**src/rtl/fpu_issue_ctrl.sv**
```systemverilog
// Issue sequencer between FP decode and the FPU ALU: one instruction in flight,
// drives operands and one-hot strobes, waits op latency, emits writeback or branch pulse.
module fpu_issue_ctrl #(
    parameter int unsigned MUL_LAT = 4,
    parameter int unsigned DIV_LAT = 16,
    parameter int unsigned RA_W    = 5
) (
    input  logic            clk,
    input  logic            rst,
    input  logic            instr_valid,
    output logic            instr_ready,
    input  logic [3:0]      instr_op,
    input  logic [RA_W-1:0] instr_rd,
    input  logic [31:0]     instr_a,
    input  logic [31:0]     instr_b,
    output logic [31:0]     alu_op1,
    output logic [31:0]     alu_op2,
    output logic            alu_add,
    output logic            alu_sub,
    output logic            alu_mul,
    output logic            alu_div,
    output logic            alu_inv,
    output logic            alu_abs,
    output logic            alu_com,
    output logic            alu_blt,
    output logic            alu_beq,
    output logic            alu_bgt,
    input  logic [31:0]     alu_result,
    input  logic            alu_com_result,
    output logic            wb_valid,
    output logic [RA_W-1:0] wb_addr,
    output logic [31:0]     wb_data,
    output logic            br_valid,
    output logic            br_taken,
    output logic            illegal,
    output logic            busy
);

    localparam int unsigned MAX_LAT = (MUL_LAT > DIV_LAT) ? MUL_LAT : DIV_LAT;
    localparam int unsigned CNT_W   = (MAX_LAT > 2) ? $clog2(MAX_LAT) : 1;
    localparam int unsigned N_STRB  = 10;

    localparam logic [3:0] OP_MUL = 4'd2;
    localparam logic [3:0] OP_DIV = 4'd3;
    localparam logic [3:0] OP_BLT = 4'd7;
    localparam logic [3:0] OP_BGT = 4'd9;

    localparam logic [N_STRB-1:0] COM_BIT = N_STRB'(1) << 6;

    typedef enum logic [2:0] {
        S_IDLE,
        S_ISSUE,
        S_WAIT,
        S_EVAL,
        S_DONE
    } state_t;

    state_t            r_state;
    state_t            w_next;
    logic [3:0]        r_op;
    logic [RA_W-1:0]   r_rd;
    logic [CNT_W-1:0]  r_cnt;
    logic [CNT_W-1:0]  w_cnt;
    logic [N_STRB-1:0] r_strb;
    logic [N_STRB-1:0] w_strb;
    logic [N_STRB-1:0] w_onehot;
    logic [3:0]        w_op;
    logic              w_hs;
    logic              w_legal;
    logic              w_is_br;
    logic              w_sample;
    logic              w_br_sample;

    // Handshake is only possible in IDLE; instr_ready mirrors that state.
    assign w_hs     = (r_state == S_IDLE) && instr_valid;
    assign w_legal  = (instr_op <= OP_BGT);
    assign w_op     = w_hs ? instr_op : r_op;
    assign w_is_br  = (w_op >= OP_BLT) && (w_op <= OP_BGT);
    assign w_onehot = N_STRB'(1) << w_op;

    always_ff @(posedge clk or posedge rst) begin
        if (rst) begin
            r_state <= S_IDLE;
        end else begin
            r_state <= w_next;
        end
    end

    // Next state, counter and sample points.
    always_comb begin
        w_next      = r_state;
        w_cnt       = r_cnt;
        w_sample    = 1'b0;
        w_br_sample = 1'b0;
        case (r_state)
            S_IDLE: begin
                if (w_hs && w_legal) begin
                    w_next = S_ISSUE;
                    if (instr_op == OP_MUL) begin
                        w_cnt = CNT_W'(MUL_LAT - 1);
                    end else if (instr_op == OP_DIV) begin
                        w_cnt = CNT_W'(DIV_LAT - 1);
                    end else begin
                        w_cnt = '0;
                    end
                end
            end
            S_ISSUE: begin
                if (r_op == OP_MUL || r_op == OP_DIV) begin
                    if (r_cnt == '0) begin
                        w_next   = S_DONE;
                        w_sample = 1'b1;
                    end else begin
                        w_next = S_WAIT;
                        w_cnt  = r_cnt - CNT_W'(1);
                    end
                end else if (w_is_br) begin
                    w_next = S_EVAL;
                end else begin
                    w_next   = S_DONE;
                    w_sample = 1'b1;
                end
            end
            S_WAIT: begin
                if (r_cnt == '0) begin
                    w_next   = S_DONE;
                    w_sample = 1'b1;
                end else begin
                    w_cnt = r_cnt - CNT_W'(1);
                end
            end
            S_EVAL: begin
                w_next      = S_DONE;
                w_br_sample = 1'b1;
            end
            S_DONE: begin
                w_next = S_IDLE;
            end
            default: begin
                w_next = S_IDLE;
            end
        endcase
    end

    // Strobes are registered from the upcoming state so they align with it.
    always_comb begin
        w_strb = '0;
        case (w_next)
            S_ISSUE: w_strb = w_is_br ? COM_BIT : w_onehot;
            S_WAIT:  w_strb = w_onehot;
            S_EVAL:  w_strb = w_onehot | COM_BIT;
            default: w_strb = '0;
        endcase
    end

    always_ff @(posedge clk or posedge rst) begin
        if (rst) begin
            r_op        <= '0;
            r_rd        <= '0;
            r_cnt       <= '0;
            r_strb      <= '0;
            alu_op1     <= '0;
            alu_op2     <= '0;
            instr_ready <= 1'b1;
            busy        <= 1'b0;
            wb_valid    <= 1'b0;
            wb_addr     <= '0;
            wb_data     <= '0;
            br_valid    <= 1'b0;
            br_taken    <= 1'b0;
            illegal     <= 1'b0;
        end else begin
            r_cnt       <= w_cnt;
            r_strb      <= w_strb;
            instr_ready <= (w_next == S_IDLE);
            busy        <= (w_next != S_IDLE);
            wb_valid    <= w_sample;
            br_valid    <= w_br_sample;
            illegal     <= w_hs && !w_legal;
            if (w_hs && w_legal) begin
                r_op    <= instr_op;
                r_rd    <= instr_rd;
                alu_op1 <= instr_a;
                alu_op2 <= instr_b;
            end
            if (w_sample) begin
                wb_addr <= r_rd;
                wb_data <= alu_result;
            end
            if (w_br_sample) begin
                br_taken <= alu_com_result;
            end
        end
    end

    assign alu_add = r_strb[0];
    assign alu_sub = r_strb[1];
    assign alu_mul = r_strb[2];
    assign alu_div = r_strb[3];
    assign alu_inv = r_strb[4];
    assign alu_abs = r_strb[5];
    assign alu_com = r_strb[6];
    assign alu_blt = r_strb[7];
    assign alu_beq = r_strb[8];
    assign alu_bgt = r_strb[9];

endmodule

```
**config.mk**
```make
export PLATFORM = sky130hd
export DESIGN_NAME = fpu_issue_ctrl
export DESIGN_NICKNAME = d
export VERILOG_FILES = /design/src/rtl/fpu_issue_ctrl.sv
export SDC_FILE = /design/constraint.sdc
export NUM_CORES = 1
export LEC_CHECK = 0
export ABC_AREA = 0
export BUFFER_PORTS_ARGS = -buffer_cell sky130_fd_sc_hd__buf_4
export CAP_MARGIN = 30
export CORE_MARGIN = 3
export CORE_UTILIZATION = 48
export DETAILED_ROUTE_END_ITERATION = 12
export PLACE_DENSITY_LB_ADDON = 0.15
export SYNTH_ARGS = -nofsm -noshare
export SYNTH_HDL_FRONTEND = slang
export SYNTH_SLANG_ARGS = --single-unit
```
**constraint.sdc**
```tcl
create_clock -name clk -period 5.7 [get_ports clk]
set_input_delay 0.57 -clock clk [delete_from_list [all_inputs] [get_ports clk]]
set_output_delay 0.57 -clock clk [all_outputs]
set_load 0.05 [all_outputs]
```
==> impl_metrics.ini, run 1 <==
[hold_path]
hold_path.class = in2async

[synth]
syn-num-nets = 480
ys_ff_latch = 133
avgSynthCellArea_um2 = 14.5
yosys_warnings = 0
synth-main-ff-cell = dfrtp_1
synth.distinct_cells = 39
synth-edff-count = 0
async_flop_share = 1.00
syn_area_um2 = 5360
synth_cells = 370
seq_area_frac_synth = 0.621

[die]
core.rowCount = 37
fp.dieW_um = 112
die_height_um = 112
initial_core_util = 0.506
die-area_um2 = 12500
fp.coreArea_um2 = 10600
ios = 226

[routing]
drc_errors = 0
drt_iter0_markers = 223
routed_wl_mm = 13.3
drt_first_pass_iters = 4
vias_per_cell = 5.16
antenna_left = 0
vias = 3859
route.detailed.wl_per_inst_um = 17.8

[clock_tree]
cts_tree = done
cts_hold_buf = 0
cts.htree.levels = 4
path_clk_slew_ns = 0.06
ctsResizeCount = 0
cts_setup_buffers = 0
clk_latency_ns = 0.50
cts_sinks = 133
cts-root-buf = clkbuf_8
cts.path.max_buffers = 2
numCtsBuffers = 17

[grt]
grt_max_degree = 76
antenna_found_initial = 0
grt_overflow_total = 0
grt_use_total = 0.215
grt_pass1_wl_mm = 21.1
grt_pass1_vias = 3998

[finish]
postLayoutCellArea_um2 = 7810
drive_gt1_frac = 0.606
seq_area_um2 = 3330
final_cell_mix = buf_4, dfrtp_1, mux2_2
antenna_cells = 0
layout.nets = 709
syn2layout_area_growth_pct = 45.6
final_common_cell = buf_4
multi_input_area_um2 = 1910
nFillCells = 706

[timing]
post-route-period-util = 0.480
rsz0062_at_grt = false
worst_slew_pin_slew_ns = 0.930
post-route-min-period_ns = 2.74
hold_viol_final = 0
max_slew_margin = 0.380
fin_tns_setup_ns = 0
finClkSkew_ns = 0.00637
timing.fmax_mhz = 366
maxSlewViolCount = 0
setup_violations = 0

[critical_path]
cp_max_fo = 28
critPathRequiredTime_ns = 6.08
arrival_ns = 3.12
end_kind = flop
critPathLaunchType = flop
rrSetupSlack_ns = 2.96
path_class = reg2reg

[run_status]
status = complete, no violations

[placed_design]
gp_congestion = 0.826
place_area_um2 = 7160
portBuffers = 225
dpl.hpwl_mm = 9.48

[flow_run]
maxCapViolCount = 0
[worst paths after layout]
check | startpoint | cells after the start | end
max in group asynchronous | rst | 3 | wb_addr[2]
setup / recovery | r_state[0] | 5 | wb_addr[3]
setup reg to reg | r_state[0] | 5 | wb_addr[3]
hold / removal | rst | 2 | alu_op1[21]
min in group clk | instr_a[1] | 2 | alu_op1[1]
hold reg to reg | r_cnt[0] | 1 | r_cnt[0]
[metal layers]
metal / global-route usage / up-vias / part of all wire
met1: 0.262 / 1872 / 0.40
met2: 0.354 / 186 / 0.50
li1: - / 1778 / -
met5: 0 / - / 0
met4: 0.0730 / 0 / 0.019
met3: 0.0793 / 23 / 0.083
[cells in the mapped netlist, types with 3 or more instances]
cell | n | area [um2]
a31oi_1 | 6 | 37.5
inv_1 | 10 | 37.5
nor3b_1 | 5 | 37.5
nor2_1 | 15 | 56.3
dfrtp_1 | 132 | 3300
nand3_1 | 4 | 20.0
a21oi_1 | 12 | 60.1
nor3_1 | 10 | 50.1
clkbuf_1 | 10 | 37.5
a22o_1 | 3 | 26.3
buf_6 | 3 | 33.8
buf_2 | 5 | 25.0
mux2_4 | 19 | 285
o21ai_0 | 9 | 45.0
o211ai_1 | 3 | 22.5
mux2_2 | 88 | 991
nand2_1 | 7 | 26.3
[layout make-up]
class	count	share of cell area
clock buffer	24	0.0602
clock inverter	8	0.0187
inverter	10	0.00513
multi-input combinational	209	0.244
sequential	133	0.426
tap	136	0.0218
timing repair buffer	228	0.223
[critical path: stages, from the launching register on]
cell	delay, ns
dfrtp_1	0.46
nor4b_4	0.79
a22o_1	0.36
a21o_2	0.34
buf_12	0.26
mux2_2	0.37
[cells by family (layout without fill, tap and decap cells)]
group | Yosys count | count (layout) | share of synthesized area
mux | 109 | 109 | 0.242
buf+inv | 28 | 270 | 0.0250
fa+ha+maj | 1 | 1 | 0.00233
flops | 133 | 133 | 0.621
compound gates | 43 | 43 | 0.0509
simple gates | 56 | 56 | 0.0593
[registers in the layout (all words and copies together) (netlist names)]
register     count
r_cnt            4
alu_op2         32
busy             1
instr_ready      1
wb_addr          5
r_state          3
r_strb          10
br_valid         1
br_taken         1
wb_valid         1
r_rd             5
r_op             4
illegal          1
wb_data         32
alu_op1         32
[per-stage QoR]
stage / std cells / setup slack [ns] / hold WS (ns) / util
after detailed placement: 715 / 2.91 / 0.488 / 0.676
after global routing: 748 / 2.84 / 0.234 / 0.737
final: 748 / 2.96 / 0.192 / 0.737
after floorplan: 370 / 1.58 / 0.443 / -
after CTS: 747 / 2.99 / 0.201 / 0.734
after global placement: 714 / 2.68 / 0.465 / 0.674
Power of run 1 is left out: the tool's default activity adds up to more than one toggle a clock period on the data nets, which glitch-free logic cannot reach.
==> inputs of run 2 (changes only) <==
==> constraint.sdc (replaced) <==
create_clock -name clk -period 2.6 [get_ports clk]
set_input_delay 0.26 -clock clk [delete_from_list [all_inputs] [get_ports clk]]
set_output_delay 0.26 -clock clk [all_outputs]
set_load 0.05 [all_outputs]
==> impl_metrics.ini, run 2 (synthesized netlist as in run 1, its figures left out) <==
[grt]
grt_overflow_total = 0
grt_pass1_vias = 4895
top_usage_layer = met2
grt_pass1_wl_mm = 26.6
grt_use_total = 0.274
grt_max_degree = 125
use_met2 = 0.482
antenna_found_initial = 0
use_met3 = 0.0679
grtUsageMet1 = 0.328

[finish]
top_regs = alu_op1 (32), alu_op2 (32), wb_data (32)
antenna_cells = 0
final_cell_mix = buf_4, dfrtp_1, dlygate4sd3_1
syn2layout_area_growth_pct = 65.7
drive_gt1_frac = 0.524
final_common_cell = buf_4
fin_util = 0.838
layout.nets = 816

[hold_path]
hp-start = instr_op[1]
hold_path.class = in2reg
holdPathEnd = r_op[1]
hold_depth = 3

[placed_design]
portBuffers = 225
dpl.hpwl_mm = 9.80
gp_congestion = 0.836

[timing]
post-route-min-period_ns = 2.42
rsz0062_at_grt = false
fin_tns_setup_ns = 0
maxSlewViolCount = 0
setup_violations = 0
finClkSkew_ns = 0.00809
timing.fmax_mhz = 414
max_slew_margin = 0.576
hold_viol_final = 0
post-route-period-util = 0.930
worst_slew_pin_slew_ns = 0.635

[routing]
route.detailed.wl_per_inst_um = 19.4
vias = 4398
routed_wl_mm = 16.6
antenna_left = 0
drt_iter0_markers = 223
drt_first_pass_iters = 4
vias_per_cell = 5.14
drc_errors = 0

[critical_path]
r2r_start = r_cnt[0]
critPathLaunchType = flop
r2r_cells = 7
cp_num_buf_inv = 2
crit_path_top_delay_cell = or3b_2
rrSetupSlack_ns = 0.18
cp_max_fo = 23
end_kind = flop
arrival_ns = 2.82
crit_path_cell_trace = inv_1 > ha_1 > or3b_2 > nor3_1 > a21o_2 > buf_12 > mux2_2
r2r_end = wb_data[30]
cp_top_family = simple AND/OR/NAND/NOR gates
path_class = reg2reg
slowest_delay_ns = 0.56
critPathRequiredTime_ns = 3.00

[die]
fp.dieW_um = 112
fp.coreArea_um2 = 10600
ios = 226
die_height_um = 112
initial_core_util = 0.506
core.rowCount = 37
die-area_um2 = 12500

[flow_run]
maxCapViolCount = 0

[pwr]
p_sw_w = 0.00624
irDropWorstVdd_mv = 1.02
p_leak_nw = 4.22
clock_power_share = 0.188
internal_power_w = 0.00747
p_comb_frac = 0.538
p_seq_frac = 0.274
p_per_area_nw_per_um2 = 1540
swShare = 0.455

[clock_tree]
cts-root-buf = clkbuf_8
cts.path.max_buffers = 2
ctsResizeCount = 0
cts_sinks = 133
clk_latency_ns = 0.52
cts_setup_buffers = 0
cts_tree = done
cts.htree.levels = 4
path_clk_slew_ns = 0.06
numCtsBuffers = 17

[run_status]
status = complete, no violations
==> run 2: cell count changes in the layout (fill, tap and decap cells not counted) <==
| cell | delta |
|---|---|
| buf_12 | +1 |
| buf_16 | -1 |
| buf_4 | +4 |
| bufinv_16 | +1 |
| clkbuf_1 | -2 |
| clkinv_2 | +3 |
| clkinv_4 | -1 |
| dlygate4sd3_1 | +103 |
| inv_4 | -1 |
==> run 2: layer usage <==
| metal | wire length, um | vias up |
|---|---|---|
| met5 | 0 | - |
| met4 | 376 | 0 |
| met3 | 958 | 27 |
| met2 | 8780 | 181 |
| met1 | 6500 | 2194 |
| li1 | - | 1996 |
==> run 2: worst max path at each step <==
stage / from / endpoint / slack, ns / cells past startpoint
2_1_floorplan: r_cnt[0] / wb_data[10] / 0.38 / 9
3_3_place_gp: r_cnt[0] / wb_data[30] / 0.31 / 7
3_5_place_dp: r_cnt[0] / wb_data[31] / 0.21 / 7
4_1_cts: r_cnt[0] / wb_data[30] / 0.18 / 7
5_1_grt: r_cnt[0] / wb_data[31] / 0.06 / 7
6_report: r_cnt[0] / wb_data[30] / 0.18 / 7
==> run 2: power by group through the flow <==
stage	logic [W]	clock network, W	registers [W]
finish	0.00738	0.00257	0.00376
global route	0.00768	0.00271	0.00387
CTS	0.00732	0.00260	0.00368
detailed placement	0.00717	0	0.00369
global placement	0.00704	0	0.00364
floorplan	0.00211	0	0.00661
==> run 2: through the flow <==
step	total power [W]	hold slack, ns	worst slack [ns]	cells	instance area [um2]
6_report	0.0137	0.0761	0.182	855	8880
5_1_grt	0.0143	0.0833	0.0639	855	8880
2_1_floorplan	0.00872	0.408	0.375	370	5370
3_3_place_gp	0.0107	0.214	0.309	720	7220
3_5_place_dp	0.0109	0.218	0.213	720	7220
4_1_cts	0.0136	0.0473	0.177	855	8880
==> run 2: final cells by class <==
class	instances	area [um2]
sequential	133	3330
timing repair buffer	335	2800
multi-input combinational	209	1910
fill	508	1720
clock buffer	22	463
clock inverter	10	175
tap	136	170
inverter	10	41.3
==> run 2: repair_timing <==
action / in CTS / in global routing
hold endpoints to repair: 111 / 0
endpoints found under the setup margin: 0 / 0
hold buffers: 103 / 0
==> run 2: worst register-to-register path: cells and delay by family, from the launching register on <==
| family | cells | cell delay (ns) |
|---|---|---|
| AOI/OAI and AO/OA | 1 | 0.25 |
| adders and majority gates | 1 | 0.19 |
| buffers and inverters | 2 | 0.32 |
| DFF | 1 | 0.39 |
| muxes | 1 | 0.37 |
| and+or+nand+nor | 2 | 0.78 |
(Power assumes the default switching activity.)
==> inputs of run 3 (changes only) <==
--- a/config.mk
+++ b/config.mk
@@ -12,6 +12,7 @@
 export CORE_UTILIZATION = 48
 export DETAILED_ROUTE_END_ITERATION = 12
 export PLACE_DENSITY_LB_ADDON = 0.15
+export RECOVER_POWER = 50
 export SYNTH_ARGS = -nofsm -noshare
 export SYNTH_HDL_FRONTEND = slang
 export SYNTH_SLANG_ARGS = --single-unit
==> impl_metrics.ini, run 3 (synthesized netlist as in run 1, its figures left out) <==
[die]
fp.coreArea_um2 = 10600
ios = 226
die-area_um2 = 12500
initial_core_util = 0.506
fp.dieW_um = 112
die_height_um = 112
core.rowCount = 37

[clock_tree]
cts-root-buf = clkbuf_8
path_clk_slew_ns = 0.06
clk_latency_ns = 0.52
cts_tree = done
numCtsBuffers = 17
cts.path.max_buffers = 2
cts_sinks = 133
ctsResizeCount = 0
cts.htree.levels = 4

[placed_design]
placed_cells = 720
gp_congestion = 0.836
portBuffers = 225
dpl.hpwl_mm = 9.80

[timing]
max_slew_margin = 0.539
hold_viol_final = 0
rsz0062_at_grt = false
finClkSkew_ns = 0.00802
whs_ns = 0.0771
fin_tns_setup_ns = 0
maxSlewViolCount = 0
worst_slew_pin_slew_ns = 0.694
timing.fmax_mhz = 413
post-route-min-period_ns = 2.42
post-route-period-util = 0.932
setup_violations = 0

[pwr]
p_seq_frac = 0.281
internal_power_w = 0.00714
p_per_area_nw_per_um2 = 1540
finalPower_w = 0.0134
irDropWorstVdd_mv = 0.990
clock_power_share = 0.192
p_sw_w = 0.00623
p_leak_nw = 4.01
swShare = 0.466
p_comb_frac = 0.527

[grt]
grt_max_degree = 125
grt_use_total = 0.274
grt_overflow_total = 0
grt_pass1_wl_mm = 26.6
grt_pass1_vias = 4895
antenna_found_initial = 0

[critical_path]
arrival_ns = 2.82
critPathRequiredTime_ns = 3.00
end_kind = flop
cp_max_fo = 23
path_class = reg2reg
critPathLaunchType = flop

[routing]
vias_per_cell = 5.18
wl_met2_mm = 8.78
vias = 4432
antenna_left = 0
route.detailed.wl_per_inst_um = 19.5
routed_wl_mm = 16.6
drt_iter0_markers = 231
top_layer_used = met4
route.met3.wl_mm = 1.00
routedLengthMet1_mm = 6.49
drt_first_pass_iters = 4
drc_errors = 0

[finish]
finalNonFillerCells = 855
seq_area_um2 = 3330
top_regs = alu_op1 (32), alu_op2 (32), wb_data (32)
multi_input_area_um2 = 1910
antenna_cells = 0
nFillCells = 596
drive_gt1_frac = 0.445
final_common_cell = buf_4
layout.nets = 816
final_cell_mix = buf_4, dfrtp_1, dlygate4sd3_1
syn2layout_area_growth_pct = 61.6

[hold_path]
hold_path.class = in2reg

[flow_run]
maxCapViolCount = 0

[run_status]
status = complete, no violations
## run 3: cell types whose count changed in the layout (fill, tap and decap cells not counted)
cell	previous run	this run
clkbuf_4	0	1
clkinvlp_2	0	1
buf_4	230	172
clkinvlp_4	1	0
clkbuf_1	2	59
## run 3: stage by stage
stage | util | instance area [um2] | setup slack (ns)
after floorplan | - | 5370 | 0.375
after global placement | 0.681 | 7220 | 0.309
after detailed placement | 0.681 | 7220 | 0.213
after CTS | 0.838 | 8880 | 0.177
after global routing | 0.818 | 8670 | 0.0639
final | 0.818 | 8670 | 0.177
## run 3: per-layer routing
layer	vias up	GRT usage
met1	2202	0.328
li1	1998	-
met2	204	0.482
met5	-	0
met4	0	0.0949
met3	28	0.0679
## run 3: worst max-delay path, cell delays in order (launching register included)
cell and delay (ns):
dfrtp_1 0.39, inv_1 0.08, ha_1 0.19, or3b_2 0.56, nor3_1 0.22, a21o_2 0.25, buf_12 0.24, mux2_2 0.36
## run 3: power by group through the flow
| stage | clock network (W) | registers, W | logic [W] |
|---|---|---|---|
| 2_1_floorplan | 0 | 0.00661 | 0.00211 |
| 3_3_place_gp | 0 | 0.00364 | 0.00704 |
| 3_5_place_dp | 0 | 0.00369 | 0.00717 |
| 4_1_cts | 0.00260 | 0.00368 | 0.00732 |
| 5_1_grt | 0.00271 | 0.00386 | 0.00734 |
| 6_report | 0.00257 | 0.00375 | 0.00705 |
## run 3: final cells by class
cell class | instances | area share
Sequential cell | 133 | 0.384
Timing Repair Buffer | 335 | 0.298
Multi-Input combinational cell | 209 | 0.220
Clock buffer | 22 | 0.0534
Clock inverter | 10 | 0.0202
Tap cell | 136 | 0.0196
Inverter | 10 | 0.00447
## run 3: path summary, 6_finish.rpt
kind                                   from     endpoint  slack, ns  cells after the start
max in group asynchronous               rst      r_op[2]       1.34                      4
worst max register to register     r_cnt[0]  wb_data[30]       0.18                      7
min in group asynchronous               rst  wb_data[14]       0.30                      3
worst min-delay path            instr_op[1]      r_op[1]       0.08                      3
worst min register to register     r_cnt[0]     r_cnt[0]       0.48                      1
worst max-delay path               r_cnt[0]  wb_data[30]       0.18                      7
## run 3: repair_timing
item	CTS	global route
hold buffers	103	0
endpoints found under the hold margin	111	0
setup buffers	0	0
